--- config.mk ---
export PLATFORM = sky130hd
export DESIGN_NAME = rv32i_hazard_unit
export DESIGN_NICKNAME = d
export VERILOG_FILES = /design/src/rtl/rv32i_hazard_unit.sv
export SDC_FILE = /design/constraint.sdc
export NUM_CORES = 1
export LEC_CHECK = 0
export ABC_AREA = 1
export BUFFER_PORTS_ARGS = -buffer_cell sky130_fd_sc_hd__buf_2
export CELL_PAD_IN_SITES_DETAIL_PLACEMENT = 0
export CELL_PAD_IN_SITES_GLOBAL_PLACEMENT = 2
export CORE_ASPECT_RATIO = 0.7
export CORE_MARGIN = 3
export CORE_UTILIZATION = 30
export DETAILED_ROUTE_END_ITERATION = 10
export GPL_ROUTABILITY_DRIVEN = 0
export PLACE_DENSITY = 0.94
export SYNTH_ARGS = -nofsm -noshare
export SYNTH_HDL_FRONTEND = slang
export SYNTH_SLANG_ARGS = --single-unit
--- constraint.sdc ---
create_clock -name clk_i -period 3 [get_ports clk_i]
set_clock_uncertainty 0.15 [all_clocks]
set_input_delay 0.15 -clock clk_i [delete_from_list [all_inputs] [get_ports clk_i]]
set_output_delay 0.15 -clock clk_i [all_outputs]
set_load 0.1 [all_outputs]
--- src/rtl/rv32i_hazard_unit.sv ---
// rtl/rv32i_hazard_unit.sv - RAW hazard scoreboard with stall/forward selection for an in-order RV32I pipeline
module rv32i_hazard_unit #(
  parameter int DEPTH      = 3,
  parameter int FORWARD_EN = 0,
  parameter int LOAD_LAT   = 2,
  parameter int CNT_W      = 16,
  localparam int SW        = $clog2(DEPTH + 1)
) (
  input  logic             clk_i,
  input  logic             resetn_i,
  input  logic             dec_valid_i,
  input  logic [4:0]       dec_rs1_i,
  input  logic [4:0]       dec_rs2_i,
  input  logic             dec_uses_rs1_i,
  input  logic             dec_uses_rs2_i,
  input  logic [4:0]       dec_rd_i,
  input  logic             dec_writes_rd_i,
  input  logic             dec_is_load_i,
  input  logic             flush_i,
  output logic             stall_o,
  output logic             issue_o,
  output logic [SW-1:0]    fwd_rs1_sel_o,
  output logic [SW-1:0]    fwd_rs2_sel_o,
  output logic [CNT_W-1:0] stall_cnt_o
);

  logic [DEPTH:1] sb_v;
  logic [DEPTH:1] sb_ld;
  logic [4:0]     sb_rd [1:DEPTH];

  logic [SW-1:0]  win1, win2;
  logic           lu1, lu2;
  logic           hz1, hz2;

  // Scan oldest to youngest so the smallest matching stage is the one kept.
  always_comb begin
    win1 = '0;
    win2 = '0;
    lu1  = 1'b0;
    lu2  = 1'b0;
    for (int k = DEPTH; k >= 1; k--) begin
      if (sb_v[k] && sb_rd[k] == dec_rs1_i) begin
        win1 = SW'(k);
        lu1  = sb_ld[k] && (k < LOAD_LAT);
      end
      if (sb_v[k] && sb_rd[k] == dec_rs2_i) begin
        win2 = SW'(k);
        lu2  = sb_ld[k] && (k < LOAD_LAT);
      end
    end
    hz1 = dec_uses_rs1_i && (dec_rs1_i != 5'd0) && (win1 != '0);
    hz2 = dec_uses_rs2_i && (dec_rs2_i != 5'd0) && (win2 != '0);
  end

  always_comb begin
    stall_o       = 1'b0;
    issue_o       = 1'b0;
    fwd_rs1_sel_o = '0;
    fwd_rs2_sel_o = '0;
    if (resetn_i) begin
      if (FORWARD_EN != 0) begin
        stall_o       = dec_valid_i && !flush_i && ((hz1 && lu1) || (hz2 && lu2));
        fwd_rs1_sel_o = hz1 ? win1 : '0;
        fwd_rs2_sel_o = hz2 ? win2 : '0;
      end else begin
        stall_o = dec_valid_i && !flush_i && (hz1 || hz2);
      end
      issue_o = dec_valid_i && !stall_o && !flush_i;
    end
  end

  always_ff @(posedge clk_i) begin
    if (!resetn_i) begin
      sb_v        <= '0;
      sb_ld       <= '0;
      stall_cnt_o <= '0;
      for (int k = 1; k <= DEPTH; k++) begin
        sb_rd[k] <= 5'd0;
      end
    end else begin
      for (int k = DEPTH; k >= 2; k--) begin
        sb_v[k]  <= sb_v[k-1];
        sb_ld[k] <= sb_ld[k-1];
        sb_rd[k] <= sb_rd[k-1];
      end
      // x0 writes never create a producer entry.
      sb_v[1]  <= issue_o && dec_writes_rd_i && (dec_rd_i != 5'd0);
      sb_ld[1] <= issue_o && dec_is_load_i;
      sb_rd[1] <= issue_o ? dec_rd_i : 5'd0;
      if (stall_o && (stall_cnt_o != {CNT_W{1'b1}})) begin
        stall_cnt_o <= stall_cnt_o + 1'b1;
      end
    end
  end

endmodule

Word level (Yosys, flattened, before mapping)

Memory sizes are Yosys's and may differ from the RTL's.
Index checks and enable logic that the tools add are counted.

Memories kept: 1
RAM bits: 15
Register bits: 19

Muxes and demuxes: 15
Eq/ne operators: 7
$add $sub $neg: 1
Bitwise logic cells: 3
Reductions and logical operators: 25

Memories:

| name  | depth | width | rd ports | clocked after memory_dff | write ports | line | text |
|---|---|---|---|---|---|---|---|
| sb_rd | 3     | 5     | 3        | 0                        | 3           | 29   | `logic [4:0] sb_rd [1:DEPTH];` |

Operator list:

| cell                    | number |
|---|---|
| $eq A5 B5 Y1            | 6 |
| $mux W5                 | 4 |
| $logic_and A1 B1 Y1     | 17 |
| $add A16 B1 Y16 const B | 1 |
| $ne A16 B16 Y1 const B  | 1 |
| $reduce_bool A5 Y1      | 3 |
| $mux W2                 | 6 |
| $mux W1                 | 5 |
| $reduce_bool A2 Y1      | 2 |
| $or A1 B1 Y1            | 3 |
| $logic_not A1 Y1        | 2 |
| $logic_or A1 B1 Y1      | 1 |

Longest topological paths before layout

An unclocked memory read counts as a cell.

Word-level depth: 17
Depth in mapped cells: 14
Depth with buffers taken out: 14

Worst setup path after synthesis

Ideal clock, no wire load.

Path kind: reg-to-reg
Start: register stall_cnt_o[0]
End: register stall_cnt_o[3]
Path buffers: 1
Setup slack: 0.400 ns
Period minus slack after synthesis: 2.600 ns
Setup time: 0.114 ns
Cell stages (with the launch flop): 14
Arrival: 2.337 ns
Required time: 2.736 ns
Path through: dfxtp_1 > ha_1 > nand2_1 > inv_1 > nand2_2 > nor2_2 > nand2_2 > nor2_4 > nand4_4 > buf_6 > nand4_1 > nand2_1 > nand2_1 > nor2_1

Longest elaborated chain between the ends: 2

Ends and longest elaborated chain:

| element                                                                 | line | text |
|---|---|---|
| from (decl)                                                             | 24   | `output logic [CNT_W-1:0] stall_cnt_o` |
| from (signal assigned)                                                  | 91   | `stall_cnt_o <= stall_cnt_o + 1'b1;` |
| parallel branches: the longest is 2 deep, another holds $add A16 B1 Y16 | n/a  |  |

Parallel ways; which one is timed is not known.
A chain may end at the register's enable or synchronous reset.

==> results.txt <==
Bufs and invs on worst path = 3
Clock Tree Buf Depth = 2
ratio of cells with drive above 1 in the final layout = 17.7%
Unique masters post-synth = 29
Post-Syn Instances = 365
DR iter-0 viols = 140
H-Tree Depth = 2
final core occ = 37.7%
EDFF count, synth = 0
gr usage total = 14.4%
number of global-route vias before repair = 1950
Hold Buf Count CTS = 6
antenna viol nets, final = 0
Via Count = 2167
core area = 6880 um^2
area growth from synthesis to layout = 20.0%
Final Non-Filler Cells = 507
Initial Utilization = 31.4%
FF-to-FF path depth = 12
worst-path cell chain = inv_1 -> nand2_1 -> nand2_1 -> nor2_1 -> nand3_1 -> nand3_1 -> nand2_2 -> nand2_4 -> inv_2 -> nor2_8 -> buf_2
clock sinks = 34
die width = 107 um
crit start category = register
WP data required = 2.70 ns
worst vdd ir = 223 uV
CP arrival = 2.14 ns
Post-CTS Setup Inserts = 0
CP max stage cell = buf_2
port buffer count = 39
total placed cells including tap cells = 493
Num CTS Buffers = 5
post-route setup TNS = 0 ns
largest net degree at the start of global routing = 22
Die Ht = 77.0 um
Fin. Hold Viols = 0
# rows = 25
P_leak = 1.41 nW
Max Cap Viol = 0
status = finished clean
Nets = 436
RSZ-0062 raised after global routing = no
clk_lat worst skew = 0.29 ns
first-pass GRT wire length = 9410 um
ys async rst share = 0%
final WL = 5580 um
Min-Delay Path Depth = 3
family with the most delay on the worst path = simple AND/OR/NAND/NOR gates
syn_area_per_cell = 5.92 um^2
min cycle time layout = 2.44 ns
Pwr Density = 391 nW/um^2
final setup violation count = 0
n_diodes = 0
HPWL after detailed placement = 4350 um
top post-synthesis cells by area = dfxtp_1 31%, nand2_1 21%, inv_1 12%
die footprint = 8280 um^2
RR Endpoint = stall_cnt_o[14]$_SDFFE_PN0P_
CP Capture Type = primary output
# resized after CTS = 0
Crit Path Class = reg2out
CTS clk-pin slew, worst paths = 0.08 ns
sequential fraction of the synthesis area = 31.5%
Ports = 45
reg-to-reg startpoint = stall_cnt_o[0]$_SDFFE_PN0P_
fmax = 410 MHz
flops & latches, synth = 34
commonest non-fill, non-tap cell in the layout = nand2_1
fin crit share = 81.3%
DR DRC count = 0
FF-to-FF setup slack = 1.00 ns
Worst path max stage delay = 0.44 ns
residual overflow from global routing = 0
initial antenna violation count = 0
Ys Warns = 0
area of the mapped netlist = 2160 um^2
worst min path class = in2reg
Yosys top cell area share = 31.5%
Main synth FF type = dfxtp_1
Fillers = 778
drt pass-1 iters = 4
hold endpoint = sb_rd[0][11]$_SDFF_PN0_
minimum hold slack = 0.143 ns
Slew Viols, Final = 0
area leader, netlist = dfxtp_1
commonest non-fill, non-tap cells in the layout = 122 x nand2_1, 69 x inv_1, 54 x nor2_1
Max Fanout on Critical Path = 15
Vias/cell = 4.27
CTS root buf = clkbuf_8
DR WL/cell = 11.0 um
hold_sp = resetn_i
CTS tree = built
==> kinds of logic after synthesis <==
group / share of synthesized area [%]
AND/OR/NAND/NOR: 45.7
buffers and inverters: 17.2
flip-flops: 31.5
AO/OA/AOI/OAI: 4.86
adder cells (fa/ha/maj): 0.579
other: 0.173
==> area by class of cell <==
class	instances	area, um^2	share of cell area (%)
Inverter	80	300	11.6
Clock buffer	5	68.8	2.65
Sequential cell	34	681	26.2
Timing Repair Buffer	46	263	10.1
Clock inverter	3	45.0	1.74
Tap cell	94	118	4.53
Multi-Input combinational cell	245	1120	43.2
==> power breakdown <==
part	internal, mW	leakage, nW	switching, mW
combinational	0.0373	1.08	0.0819
sequential	0.455	0.275	0.00473
clock	0.247	0.0504	0.189
total	0.740	1.41	0.276
==> registers in the layout (all words and copies together) (netlist names) <==
register,count
sb_v,3
stall_cnt_o,16
sb_rd,15
==> how the worst max path moves through the flow <==
stage,endpoint,start,cells past startpoint
final,stall_o,sb_rd[0][5]$_SDFF_PN0_,11
after detailed placement,stall_o,resetn_i,7
after global placement,stall_o,resetn_i,7
after floorplan,stall_cnt_o[3]$_SDFFE_PN0P_,stall_cnt_o[0]$_SDFFE_PN0P_,13
after global routing,issue_o,sb_rd[0][10]$_SDFF_PN0_,11
after CTS,stall_o,sb_rd[0][5]$_SDFF_PN0_,11
==> routing by layer <==
metal / GRT usage, % / part of all wire (%) / up-vias
met4: 4.16 / 0.95 / 0
met5: 0 / 0 / -
met3: 3.28 / 9.1 / 5
li1: - / - / 1183
met2: 18.2 / 35 / 75
met1: 23.3 / 55 / 904
==> worst register-to-register path, delay by kind of cell, from the launching register on <==
family	cells	cell delay [ns]
adders and majority gates	1	0.19
buffers and inverters	3	0.19
DFF	1	0.41
and+or+nand+nor	8	0.94
==> through the flow <==
step / setup slack (ns) / area (um^2) / power, mW
after floorplan: 0.400 / 2170 / 0.552
after global placement: 0.853 / 2420 / 0.585
after detailed placement: 0.834 / 2420 / 0.584
after CTS: 0.549 / 2590 / 1.03
after global routing: 0.365 / 2590 / 1.07
final: 0.560 / 2590 / 1.02
==> cell usage after synthesis (2+ instances only) <==
cell type and number:
inv_2 11, nor2_4 2, a21oi_1 3, nor3_1 3, buf_4 4, inv_1 69
nand2_1 122, nand3_1 12, o21bai_1 8, nand2_2 6, dfxtp_1 34, nand4_1 17
o21ai_0 5, nor2_1 54
No activity file was read; power rests on OpenSTA's default activity.
